<file path="config.mk">
export PLATFORM = sky130hd
export DESIGN_NAME = ovf_accumulator
export DESIGN_NICKNAME = d
export VERILOG_FILES = /design/src/rtl/ovf_pkg.sv /design/src/rtl/signed_add_ovf.sv /design/src/rtl/ovf_accumulator.sv
export SDC_FILE = /design/constraint.sdc
export NUM_CORES = 1
export LEC_CHECK = 0
export ABC_AREA = 1
export BUFFER_PORTS_ARGS = -buffer_cell sky130_fd_sc_hd__buf_2
export CAP_MARGIN = 25
export CORE_ASPECT_RATIO = 1.4
export CORE_MARGIN = 10
export CORE_UTILIZATION = 45
export DETAILED_ROUTE_END_ITERATION = 8
export PLACE_DENSITY = 0.77
export SYNTH_ARGS = -nofsm -noshare
export SYNTH_HDL_FRONTEND = slang
export SYNTH_SLANG_ARGS = --single-unit
</file>
<file path="constraint.sdc">
create_clock -name clk -period 1.9 [get_ports clk]
set_input_delay 0.19 -clock clk [delete_from_list [all_inputs] [get_ports clk]]
set_output_delay 0.19 -clock clk [all_outputs]
set_load 0.03 [all_outputs]
</file>
<file path="src/rtl/ovf_pkg.sv">
// ovf_pkg: shared types and saturation helpers for the overflow-aware
// signed datapath blocks.
//   ovf_mode_e  : add behaviour on overflow (wrap or saturate)
//   acc_state_e : output holding flag of the accumulator (EMPTY / FULL)
//   sat_max/min : largest positive / most negative two's-complement value
//                 of a given width, returned in SAT_W_MAX bits so callers
//                 truncate to their own width (valid for width <= 64)
package ovf_pkg;

   typedef enum logic {
      OVF_WRAP = 1'b0,
      OVF_SAT  = 1'b1
   } ovf_mode_e;

   typedef enum logic {
      ST_EMPTY = 1'b0,
      ST_FULL  = 1'b1
   } acc_state_e;

   localparam int SAT_W_MAX = 64;

   // 0111...1 in the low 'width' bits
   function automatic logic [SAT_W_MAX-1:0] sat_max(input int width);
      return (SAT_W_MAX'(1) << (width - 1)) - SAT_W_MAX'(1);
   endfunction

   // 1000...0 in the low 'width' bits
   function automatic logic [SAT_W_MAX-1:0] sat_min(input int width);
      return SAT_W_MAX'(1) << (width - 1);
   endfunction

endpackage

</file>
<file path="src/rtl/signed_add_ovf.sv">
// signed_add_ovf: combinational WIDTH-bit two's-complement adder with
// sign-bit overflow detection and optional saturation.
//   a, b  : signed operands
//   mode  : OVF_WRAP returns the truncated sum, OVF_SAT clamps on overflow
//   sum   : result (wrapped or clamped)
//   ovf   : the true sum a+b does not fit in WIDTH bits
module signed_add_ovf
   import ovf_pkg::*;
#(
   parameter int WIDTH = 8
) (
   input  logic signed [WIDTH-1:0] a,
   input  logic signed [WIDTH-1:0] b,
   input  ovf_mode_e               mode,
   output logic signed [WIDTH-1:0] sum,
   output logic                    ovf
);

   localparam logic signed [WIDTH-1:0] SAT_MAX = WIDTH'(sat_max(WIDTH));
   localparam logic signed [WIDTH-1:0] SAT_MIN = WIDTH'(sat_min(WIDTH));

   logic signed [WIDTH-1:0] raw;
   logic                    sa;
   logic                    sb;
   logic                    sz;

   always_comb begin
      raw = a + b;
      sa  = a[WIDTH-1];
      sb  = b[WIDTH-1];
      sz  = raw[WIDTH-1];
      // Overflow only when both operands share a sign and the result flips it
      ovf = (!sz && sa && sb) || (sz && !sa && !sb);
      sum = raw;
      if ((mode == OVF_SAT) && ovf) begin
         // Operand sign tells which rail was crossed
         sum = sa ? SAT_MIN : SAT_MAX;
      end
   end

endmodule

</file>
<file path="src/rtl/ovf_accumulator.sv">
// ovf_accumulator: registered signed accumulator with overflow status.
//   clk, rst             : clock, synchronous active-high reset
//   in_valid/in_ready    : input handshake; in_data is added on accept
//   sat_mode             : 0 wrap, 1 saturate; taken at acceptance
//   clear                : synchronous clear of result, status and counter
//   out_valid/out_ready  : output handshake for acc_out / ovf_pulse
//   acc_out              : accumulator value
//   ovf_pulse            : the result in acc_out overflowed
//   ovf_sticky           : any overflow since reset/clear
//   ovf_count            : overflow events, saturating at all-ones
module ovf_accumulator
   import ovf_pkg::*;
#(
   parameter int WIDTH = 8,
   parameter int CNT_W = 8
) (
   input  logic             clk,
   input  logic             rst,
   input  logic             in_valid,
   output logic             in_ready,
   input  logic [WIDTH-1:0] in_data,
   input  logic             sat_mode,
   input  logic             clear,
   output logic             out_valid,
   input  logic             out_ready,
   output logic [WIDTH-1:0] acc_out,
   output logic             ovf_pulse,
   output logic             ovf_sticky,
   output logic [CNT_W-1:0] ovf_count
);

   acc_state_e              state_q, state_d;
   logic signed [WIDTH-1:0] acc_q, acc_d;
   logic                    pulse_q, pulse_d;
   logic                    sticky_q, sticky_d;
   logic [CNT_W-1:0]        cnt_q, cnt_d;

   logic signed [WIDTH-1:0] add_sum;
   logic                    add_ovf;
   logic                    accept;
   logic                    consume;

   signed_add_ovf #(
      .WIDTH (WIDTH)
   ) u_add (
      .a    (acc_q),
      .b    ($signed(in_data)),
      .mode (ovf_mode_e'(sat_mode)),
      .sum  (add_sum),
      .ovf  (add_ovf)
   );

   // Ready depends only on our own state, out_ready and clear
   assign in_ready = !clear && ((state_q == ST_EMPTY) || out_ready);
   assign accept   = in_valid && in_ready;
   assign consume  = (state_q == ST_FULL) && out_ready;

   always_comb begin
      state_d  = state_q;
      acc_d    = acc_q;
      pulse_d  = pulse_q;
      sticky_d = sticky_q;
      cnt_d    = cnt_q;
      if (clear) begin
         state_d  = ST_EMPTY;
         acc_d    = '0;
         pulse_d  = 1'b0;
         sticky_d = 1'b0;
         cnt_d    = '0;
      end else if (accept) begin
         // Covers both a fresh accept and consume+accept in one cycle
         state_d = ST_FULL;
         acc_d   = add_sum;
         pulse_d = add_ovf;
         if (add_ovf) begin
            sticky_d = 1'b1;
            if (!(&cnt_q)) begin
               cnt_d = cnt_q + CNT_W'(1);
            end
         end
      end else if (consume) begin
         state_d = ST_EMPTY;
         pulse_d = 1'b0;
      end
   end

   always_ff @(posedge clk) begin
      if (rst) begin
         state_q  <= ST_EMPTY;
         acc_q    <= '0;
         pulse_q  <= 1'b0;
         sticky_q <= 1'b0;
         cnt_q    <= '0;
      end else begin
         state_q  <= state_d;
         acc_q    <= acc_d;
         pulse_q  <= pulse_d;
         sticky_q <= sticky_d;
         cnt_q    <= cnt_d;
      end
   end

   assign out_valid  = (state_q == ST_FULL);
   assign acc_out    = acc_q;
   assign ovf_pulse  = pulse_q;
   assign ovf_sticky = sticky_q;
   assign ovf_count  = cnt_q;

endmodule

</file>
==> results by group, run 1 <==
Clock network
  – Clk slew on worst S/H paths: about 0.070 ns
  – Later-pin clock latency in the skew report: ~0.25 ns
  – TritonCTS clock tree: done
  – Clock root cell: clkbuf_8
  – H-tree depth: 1
  – Number of buffers created by CTS: 3
  – Buffers from clock root to sink, at most: 2
  – Clock net sink count: 19

Drt
  – Violation count after the first detailed-routing iteration: 66
  – Vias per Instance: a little under 5
  – Via count: roughly 1,300
  – 1st-pass router iterations: 4
  – Total DRC errors in the routed layout: 0
  – Total Wirelength: roughly 3200 µm
  – Routed wirelength normalized by instance count: roughly 12 µm
  – Post-route antenna net violation count: 0

Synthesis
  – Post-Syn Area per Cell: between 6 and 7 µm²
  – Share of the synthesized area in the top cell type: between 20 and 30%
  – Commonest cells post-synth: nand2_1 (54), inv_1 (28), dfxtp_1 (19), a21oi_1 (17), nor2_1 (15)
  – Synth Warn #: 0
  – Net count of the mapped netlist: roughly 210
  – Main flop type after synthesis: dfxtp_1
  – Cell accounting for the most synthesized area: dfxtp_1
  – Register area share after synthesis: between 20% and 30%
  – Post-synth cell types: 27
  – EDFF count, synth: 0
  – Most frequently used cell type in the post-synthesis netlist: nand2_1
  – Synthesized cell area: 0.00133 mm²
  – Synth top area cells: dfxtp_1 (29%), nand2_1 (15%), inv_1 (7.9%), ha_1 (7.5%), a21oi_1 (6.4%)
  – FFs w/ async S/R, synth: 0%
  – Number of cells produced by synthesis: 191
  – Number of flip-flops and latches in the synthesized netlist: 19

Outcome
  – Outcome: complete, no violations

Global routing
  – Gr usage total: 11.7%
  – Vias in the first global route: roughly 1,300
  – Total overflow reported by the global router: 0
  – Initial antenna violation count: 0
  – Largest net degree at the start of global routing: 17
  – Global-route wire length before repair: ~5400 µm

Timing
  – Final min period: 1.75 ns
  – Final clock skew: 0.000813 ns
  – Worst-Margin Slew: 0.518 ns
  – Final clock period utilization by the worst path: between 90% and 100%
  – Final setup violating endpoints: 0
  – Final WS setup: 0.148 ns
  – Hold_ws: 0.167 ns
  – Worst relative slew slack: roughly two thirds
  – Pins Over Slew Limit: 0
  – Max frequency: ~0.57 GHz
  – Final-layout setup total negative slack: 0 ns
  – Number of failing hold endpoints at the final stage: 0

Setup path
  – Maximum net fanout on the critical path: 7
  – Startpoint types: register
  – Series of cell instances along the critical path: ha_1 > nand2_1 > nor2_2 > nand3_2 > nand2_4 > nand4_2 > nand2_1 > inv_1 > a21oi_1
  – Peak per-stage delay on the critical path: between 0.3 and 0.4 ns
  – Worst EP arrival: around 1.9 ns
  – Cell repeated most along the worst path: nand2_1
  – Crit Path Class: reg2reg
  – Crit. End Element: register
  – Buffer and inverter count on the worst path: 1
  – Required time of the critical path: approximately 2.1 ns
  – Gate family responsible for the most delay along the worst path: simple AND/OR/NAND/NOR gates
  – Cell type of the slowest stage on the worst timing path: ha_1

Floorplanning
  – Initial cell density of the core: a little under half
  – Count of standard-cell rows: 23
  – Area of the placeable core: 0.00285 mm²
  – Overall die area: ~0.0056 mm²
  – Top-level I/O count: 34
  – Die width: 66.0 µm
  – Chip height: about 84 µm

Layout
  – Area Overhead vs Synth: 21.1%
  – Antenna diode count: 0
  – Area of the multi-input gates: 835 µm²
  – FF/Latch Area: 380 µm²
  – Utilization after layout: 56.7%
  – Final-stage net count: 254
  – Final design instance area without fill: between 0.0015 and 0.002 mm²
  – Final-layout fill cell count: roughly 300
  – Share of final-layout standard cells stronger than drive strength 1: approximately 25%
  – Non-filler instance count after layout: around 270

Placed design
  – Number of placed instances, taps included: about 260
  – Post-Place Setup Slack: -0.0386 ns
  – Count of buffers inserted at the top-level ports: 33
  – Estimated wirelength of the detail-placed design: approximately 2600 µm
  – Routability congestion estimate from global placement: about 0.8
  – Area post-placement: ~0.0016 mm²

Pwr
  – Static Leakage: approximately 0.83 nW
  – Maximum vdd ir drop: about 0.47 mV
  – Clock group share of total power: 33.9%
  – Net switching power figure: approximately 0.24 mW
  – Power per cell area: 522 mW/mm²
  – Switching power as a share of total power: ~28%
  – Internal power: 0.607 mW
  – Logic gate share of total power: 17.7%
  – Sequential share of power: between 40% and 50%
  – Overall power consumption: around 0.84 mW

Run
  – # Max-Cap Violations: 0

Worst hold path
  – Hold/Removal Path Class: in2reg
sequential cells by signal (all words and copies together) (netlist names):
| register | flops |
|---|---|
| ovf_count | 8 |
| ovf_sticky | 1 |
| ovf_pulse | 1 |
| out_valid | 1 |
| acc_out | 8 |
worst paths after layout:
| path | start | end | slack, ns | depth (start not counted) |
|---|---|---|---|---|
| min | in_valid | out_valid | 0.17 | 3 |
| max | acc_out[5] | acc_out[6] | 0.15 | 9 |
| min reg2reg | ovf_sticky | ovf_sticky | 0.45 | 2 |
| max reg2reg | acc_out[5] | acc_out[6] | 0.15 | 9 |
worst reg2reg max path: stages, from the launching register on:
cell	delay [ns]
dfxtp_1	0.32
ha_1	0.35
nand2_1	0.10
nor2_2	0.13
nand3_2	0.12
nand2_4	0.12
nand4_2	0.21
nand2_1	0.12
inv_1	0.04
a21oi_1	0.16
cell families after synthesis:
logic type	share of synthesized area, %
flip-flops	28.5
AO/OA/AOI/OAI	7.98
XOR/XNOR	5.26
adder cells (fa/ha/maj)	9.01
AND/OR/NAND/NOR	40.1
buffers and inverters	9.11
cell type report:
class,instances,share of cell area (%)
tap,37,2.87
sequential,19,23.6
clock buffer,4,2.79
multi-input combinational,140,51.7
timing repair buffer,37,12.1
inverter,30,6.98
cell usage in the layout, fill, tap and decap left out, types with 6 or more instances in the layout:
cell     instances
a21oi_1         17
buf_2           33
dfxtp_1         19
ha_1             8
inv_1           28
nand2_1         54
nand3_1         12
nand4_1          7
nor2_1          15
xor2_1           6
per-layer routing:
layer	part of all wire [%]	vias up	GRT usage, %
met5	0	-	0
li1	-	685	-
met3	5.2	8	3.32
met1	39	594	11.3
met4	2.0	0	5.16
met2	54	28	21.6
power groups by stage:
stage	clock network (mW)	registers (mW)	logic, mW
2_1_floorplan	0	0.429	0.0885
3_5_place_dp	0	0.418	0.147
4_1_cts	0.298	0.408	0.148
5_1_grt	0.308	0.409	0.166
6_report	0.286	0.408	0.149
3_3_place_gp	0	0.417	0.147
what timing repair did:
item,in CTS,in global routing
gates resized for setup,1,1
endpoints found under the hold margin,0,0
setup endpoints to repair,1,1
hold buffers,0,0
pin swaps,0,1
setup buffers,0,1
No activity file was read; power rests on OpenSTA's default activity.
==> run 2: changes to the inputs <==
- CELL_PAD_IN_SITES_DETAIL_PLACEMENT: not set -> 1
- CELL_PAD_IN_SITES_GLOBAL_PLACEMENT: not set -> 1
- CORE_UTILIZATION: 45 -> 37
- PLACE_DENSITY: 0.77 -> 0.87
==> run 2 against run 1 <==
Effect of this change: via count rose by 2.3%; wire length rose by 20%; sequential share of layout area fell by 0.76 points; hold slack got worse by 0.0051 ns; final area rose by 3.3%; non-clock buffer count did not move; critical path depth rose by 2; critical endpoint is now acc_out[7]; maximum frequency barely moved; sequential power barely moved; core utilization fell by 8.2 points.
==> results by group, run 2 (synthesis results as in run 1) <==
Outcome
  – Outcome: complete, no violations (unchanged)

Clock network
  – Clock root cell: clkbuf_8 (unchanged)
  – Clock net sink count: 19 (unchanged)
  – Number of buffers created by CTS: 3 (unchanged)
  – H-tree depth: 1 (unchanged)
  – Buffers from clock root to sink, at most: 2 (unchanged)
  – TritonCTS clock tree: done (unchanged)
  – # hold bufs at CTS: 0 (unchanged)
  – Later-pin clock latency in the skew report: 0.26 ns (was 0.25 ns)
  – Clk slew on worst S/H paths: 0.08 ns (was 0.07 ns)

Drt
  – Total DRC errors in the routed layout: 0 (unchanged)
  – Via count: 1,345 (was 1,315)
  – Post-route antenna net violation count: 0 (unchanged)
  – Vias per Instance: 4.98 (was 4.93)
  – 1st-pass router iterations: 4 (unchanged)
  – Violation count after the first detailed-routing iteration: 30 (was 66)
  – Total Wirelength: 3870 µm (was 3230 µm)
  – Routed wirelength normalized by instance count: 14.3 µm (was 12.1 µm)

Worst hold path
  – Terminating pin of the worst hold path: out_valid (unchanged)
  – Hold Startpoint: in_valid (unchanged)
  – Hold/Removal Path Class: in2reg (unchanged)
  – Hold depth: 3 (unchanged)

Timing
  – Final clock period utilization by the worst path: 92.3% (was 92.2%)
  – Final-layout setup total negative slack: 0 ns (unchanged)
  – Final min period: 1.75 ns (about the same)
  – Final clock skew: 0.00375 ns (was 0.000813 ns)
  – Worst-Margin Slew: 0.539 ns (was 0.518 ns)
  – RSZ-0062 raised after global routing: no
  – Final setup violating endpoints: 0 (unchanged)
  – Hold_ws: 0.162 ns (was 0.167 ns)
  – Pins Over Slew Limit: 0 (unchanged)
  – Number of failing hold endpoints at the final stage: 0 (unchanged)
  – Max frequency: 0.570 GHz (was 0.571 GHz)
  – Worst relative slew slack: 64.0% (was 65.4%)

Placed design
  – Count of buffers inserted at the top-level ports: 33 (unchanged)
  – Area post-placement: 0.00157 mm² (was 0.00156 mm²)
  – Estimated wirelength of the detail-placed design: 3130 µm (was 2590 µm)
  – Routability congestion estimate from global placement: 0.854 (was 0.817)

Floorplanning
  – Area of the placeable core: 0.00344 mm² (was 0.00285 mm²)
  – Count of standard-cell rows: 25 (was 23)
  – Chip height: 91.0 µm (was 84.4 µm)
  – Top-level I/O count: 34 (unchanged)
  – Die width: 70.7 µm (was 66.0 µm)
  – Initial cell density of the core: 38.7% (was 46.8%)
  – Overall die area: 0.00644 mm² (was 0.00557 mm²)

Global routing
  – Gr usage total: 12.2% (was 11.7%)
  – Global-route wire length before repair: 6670 µm (was 5390 µm)
  – Initial antenna violation count: 0 (unchanged)
  – Vias in the first global route: 1,521 (was 1,291)
  – Largest net degree at the start of global routing: 17 (unchanged)
  – Total overflow reported by the global router: 0 (unchanged)

Pwr
  – Power per cell area: 521 mW/mm² (was 522 mW/mm²)
  – Static Leakage: 0.828 nW (was 0.827 nW)
  – Maximum vdd ir drop: 0.399 mV (was 0.469 mV)
  – Overall power consumption: 0.869 mW (was 0.843 mW)

Run
  – # Max-Cap Violations: 0 (unchanged)

Setup path
  – Crit. End Element: register (unchanged)
  – Worst EP arrival: 1.92 ns (was 1.93 ns)
  – Crit Path Class: reg2reg (unchanged)
  – Required time of the critical path: 2.07 ns (was 2.08 ns)
  – Buffer and inverter count on the worst path: 1 (unchanged)
  – Series of cell instances along the critical path: ha_4 > nand2_1 > inv_1 > a21oi_4 > nand2_4 > nand2_4 > nand2_8 > nand2_4 > nand2_1 > nor2_1 > nor2_1 (was ha_1 > nand2_1 > nor2_2 > nand3_2 > nand2_4 > nand4_2 > nand2_1 > inv_1 > a21oi_1)
  – Maximum net fanout on the critical path: 10 (was 7)
  – Peak per-stage delay on the critical path: 0.42 ns (was 0.35 ns)
  – Depth of the worst register-to-register path: 11 (was 9)
  – Cell repeated most along the worst path: nand2_4 (was nand2_1)
  – Launch instance of the worst register-to-register path: acc_out[6] (was acc_out[5])
  – Reg-to-reg setup timing slack: 0.15 ns (about the same)
  – Gate family responsible for the most delay along the worst path: simple AND/OR/NAND/NOR gates (unchanged)
  – Cell type of the slowest stage on the worst timing path: dfxtp_1 (was ha_1)
  – Startpoint types: register (unchanged)
  – RR Endpoint: acc_out[7] (was acc_out[6])

Layout
  – Most common library cell in the layout ignoring fill and taps: nand2_1 (unchanged)
  – Antenna diode count: 0 (unchanged)
  – Area Overhead vs Synth: 25.2% (was 21.1%)
  – Share of final-layout standard cells stronger than drive strength 1: 27.0% (was 24.8%)
  – Final-stage net count: 254 (unchanged)
  – Commonest cells after routing, fill and taps aside: nand2_1 (54), buf_2 (33), inv_1 (28), dfxtp_1 (19), a21oi_1 (17) (unchanged)
  – Final design instance area without fill: 0.00167 mm² (was 0.00161 mm²)
[run 2: worst register-to-register path: stages, from the launching register on]
cell and delay (ns):
dfxtp_1 0.42, ha_4 0.24, nand2_1 0.10, inv_1 0.08
a21oi_4 0.19, nand2_4 0.10, nand2_4 0.10, nand2_8 0.09
nand2_4 0.11, nand2_1 0.08, nor2_1 0.10, nor2_1 0.05
[run 2: per-stage QoR]
stage	instances	util (%)	worst slack, ns
2_1_floorplan	191	-	0.0172
6_report	270	48.5	0.147
3_3_place_gp	266	45.6	0.130
4_1_cts	270	46.9	0.000445
3_5_place_dp	266	45.6	0.0149
5_1_grt	270	48.5	0.00159
[run 2: repair_timing]
action | 4_1_cts | 5_1_grt
setup endpoints to repair | 0 | 16
gates resized for setup | 0 | 7
setup buffers | 0 | 0
[run 2: final cells by class]
type | instances | area [µm²]
multi-input cells | 140 | 883
well taps | 40 | 50.0
flip-flops and latches | 19 | 380
fillers | 463 | 1770
inverters | 30 | 113
clock inverters | 1 | 5.00
clock buffers | 3 | 41.3
repair buffers | 37 | 195
[run 2: worst max path at each step]
| stage | from | to | slack, ns | depth (start not counted) |
|---|---|---|---|---|
| final | acc_out[6] | acc_out[7] | 0.15 | 11 |
| after global routing | acc_out[6] | ovf_count[0] | 0.002 | 11 |
| after CTS | acc_out[0] | acc_out[6] | 0.0004 | 10 |
| after detailed placement | acc_out[0] | acc_out[6] | 0.01 | 10 |
| after global placement | acc_out[0] | acc_out[6] | 0.13 | 10 |
| after floorplan | acc_out[0] | acc_out[6] | 0.02 | 10 |
[run 2: layer usage]
layer  vias to the layer above  global-route usage, %  part of all wire [%]
li1                        685                      -                     -
met1                       620                   12.8                    41
met2                        31                   22.2                    52
met3                         9                   2.83                   4.1
met4                         0                   5.66                   2.8
met5                         -                      0                     0
[run 2: power by group]
group	leakage, nW	switching (mW)	internal [mW]
clock	0.0255	0.152	0.146
combinational	0.649	0.101	0.0603
sequential	0.154	0.00524	0.404
==> run 3: changes to the inputs <==
- CORE_UTILIZATION: 37 -> 38
- CTS_BUF_LIST: not set -> sky130_fd_sc_hd__clkbuf_8
- PLACE_DENSITY: 0.87 -> 0.89
==> run 3 against run 2 <==
Effect of this change: maximum frequency increased by 0.83%; sequential power about the same; critical path type unchanged; global-route usage decreased by 0.86 points; critical path depth down 1.
==> results by group, run 3 (synthesis results as in run 1) <==
Timing
  – Final clock skew: 0.00318 ns (was 0.00375 ns)
  – Final WS setup: 0.161 ns (was 0.147 ns)
  – Final min period: 1.74 ns (was 1.75 ns)
  – Final-layout setup total negative slack: 0 ns (unchanged)
  – Number of failing hold endpoints at the final stage: 0 (unchanged)
  – Worst relative slew slack: 62.0% (was 64.0%)
  – Pins Over Slew Limit: 0 (unchanged)
  – RSZ-0062 raised after global routing: no (unchanged)
  – Final clock period utilization by the worst path: 91.5% (was 92.3%)
  – Hold_ws: 0.162 ns (about the same)
  – Final setup violating endpoints: 0 (unchanged)
  – Max frequency: 0.575 GHz (was 0.570 GHz)
  – Worst-Margin Slew: 0.569 ns (was 0.539 ns)

Layout
  – Share of final-layout standard cells stronger than drive strength 1: 27.3% (was 27.0%)
  – Commonest cells after routing, fill and taps aside: nand2_1 (54), buf_2 (33), inv_1 (28), dfxtp_1 (18), a21oi_1 (17) (was nand2_1 (54), buf_2 (33), inv_1 (28), dfxtp_1 (19), a21oi_1 (17))
  – Area Overhead vs Synth: 24.2% (was 25.2%)
  – Final-stage net count: 255 (was 254)
  – Non-filler instance count after layout: 271 (was 270)
  – Most common library cell in the layout ignoring fill and taps: nand2_1 (unchanged)
  – Final-layout fill cell count: 459 (was 463)
  – Utilization after layout: 49.0% (was 48.5%)
  – Antenna diode count: 0 (unchanged)
  – Final design instance area without fill: 0.00166 mm² (was 0.00167 mm²)

Setup path
  – Cell type of the slowest stage on the worst timing path: dfxtp_1 (unchanged)
  – Cell repeated most along the worst path: nand2_1 (was nand2_4)
  – Required time of the critical path: 2.07 ns (about the same)
  – Worst EP arrival: 1.90 ns (was 1.92 ns)
  – Series of cell instances along the critical path: ha_1 > or2_1 > nand3_2 > nand3_2 > nand2_8 > nand2_4 > nand2_1 > nand2_1 > nand2_1 > nor2_1 (was ha_4 > nand2_1 > inv_1 > a21oi_4 > nand2_4 > nand2_4 > nand2_8 > nand2_4 > nand2_1 > nor2_1 > nor2_1)
  – Startpoint types: register (unchanged)
  – Crit. End Element: register (unchanged)
  – Gate family responsible for the most delay along the worst path: simple AND/OR/NAND/NOR gates (unchanged)
  – Maximum net fanout on the critical path: 10 (unchanged)
  – Peak per-stage delay on the critical path: 0.33 ns (was 0.42 ns)
  – Crit Path Class: reg2reg (unchanged)
  – Buffer and inverter count on the worst path: 0 (was 1)

Placed design
  – Area post-placement: 0.00158 mm² (was 0.00157 mm²)
  – Number of placed instances, taps included: 267 (was 266)
  – Post-Place Setup Slack: 0.0501 ns (was 0.0149 ns)
  – Routability congestion estimate from global placement: 0.788 (was 0.854)
  – Estimated wirelength of the detail-placed design: 2990 µm (was 3130 µm)
  – Count of buffers inserted at the top-level ports: 33 (unchanged)

Drt
  – Total DRC errors in the routed layout: 0 (unchanged)
  – Violation count after the first detailed-routing iteration: 70 (was 30)
  – Vias per Instance: 4.94 (was 4.98)
  – Total Wirelength: 3600 µm (was 3870 µm)
  – Post-route antenna net violation count: 0 (unchanged)
  – Via count: 1,339 (was 1,345)
  – Routed wirelength normalized by instance count: 13.3 µm (was 14.3 µm)
  – 1st-pass router iterations: 4 (unchanged)

Run
  – # Max-Cap Violations: 0 (unchanged)

Global routing
  – Vias in the first global route: 1,414 (was 1,521)
  – Largest net degree at the start of global routing: 17 (unchanged)
  – Initial antenna violation count: 0 (unchanged)
  – Gr usage total: 11.4% (was 12.2%)
  – Total overflow reported by the global router: 0 (unchanged)
  – Global-route wire length before repair: 6200 µm (was 6670 µm)

Floorplanning
  – Count of standard-cell rows: 25 (unchanged)
  – Top-level I/O count: 34 (unchanged)
  – Die width: 70.0 µm (was 70.7 µm)
  – Overall die area: 0.00631 mm² (was 0.00644 mm²)
  – Chip height: 90.1 µm (was 91.0 µm)
  – Area of the placeable core: 0.00338 mm² (was 0.00344 mm²)
  – Initial cell density of the core: 39.4% (was 38.7%)

Worst hold path
  – Hold/Removal Path Class: in2reg (unchanged)

Pwr
  – Static Leakage: 0.831 nW (was 0.828 nW)
  – Overall power consumption: 0.862 mW (was 0.869 mW)
  – Power per cell area: 521 mW/mm² (about the same)
  – Maximum vdd ir drop: 0.417 mV (was 0.399 mV)

Clock network
  – Clock net sink count: 19 (unchanged)
  – # hold bufs at CTS: 0 (unchanged)
  – Number of buffers created by CTS: 3 (unchanged)
  – Clk slew on worst S/H paths: 0.08 ns (about the same)
  – H-tree depth: 1 (unchanged)
  – TritonCTS clock tree: done (unchanged)
  – Buffers from clock root to sink, at most: 2 (unchanged)
  – Later-pin clock latency in the skew report: 0.26 ns (about the same)
  – Clock root cell: clkbuf_8 (unchanged)

Outcome
  – Outcome: complete, no violations (unchanged)
[run 3: path summary, 6_finish.rpt]
| path | startpoint | end | slack [ns] | cells after the start |
|---|---|---|---|---|
| max reg2reg | acc_out[2] | acc_out[7] | 0.16 | 10 |
| max | acc_out[2] | acc_out[7] | 0.16 | 10 |
| min | in_valid | out_valid | 0.16 | 3 |
| min reg2reg | ovf_sticky | ovf_sticky | 0.45 | 2 |
[run 3: repair_timing]
item / 4_1_cts / 5_1_grt
buffers inserted: 0 / 0
resized for setup: 0 / 6
setup endpoints to repair: 0 / 3
[run 3: routing by layer]
layer	vias to the layer above	track usage, %	share of wire, %
met2	31	21.7	54
met3	5	2.97	5.2
met1	613	11.6	40
li1	690	-	-
met5	-	0	0
met4	0	2.97	1.2
[run 3: layout make-up]
| type | count | area (µm²) | share of cell area [%] |
|---|---|---|---|
| Inverter | 30 | 113 | 6.80 |
| Multi-Input combinational cell | 140 | 862 | 52.1 |
| Clock buffer | 3 | 41.3 | 2.49 |
| Tap cell | 40 | 50.0 | 3.02 |
| Timing Repair Buffer | 38 | 203 | 12.2 |
| Sequential cell | 19 | 382 | 23.1 |
| Clock inverter | 1 | 5.00 | 0.302 |
[run 3: power breakdown]
part | internal [mW] | leakage [nW] | switching, mW | total (mW)
clock | 0.146 | 0.0255 | 0.151 | 0.297
combinational | 0.0597 | 0.651 | 0.0962 | 0.156
sequential | 0.404 | 0.154 | 0.00485 | 0.409
[run 3: tightest hold or removal path, stage by stage]
cell and delay, ns:
buf_2 0.09, nor2_1 0.04, nor2_1 0.06
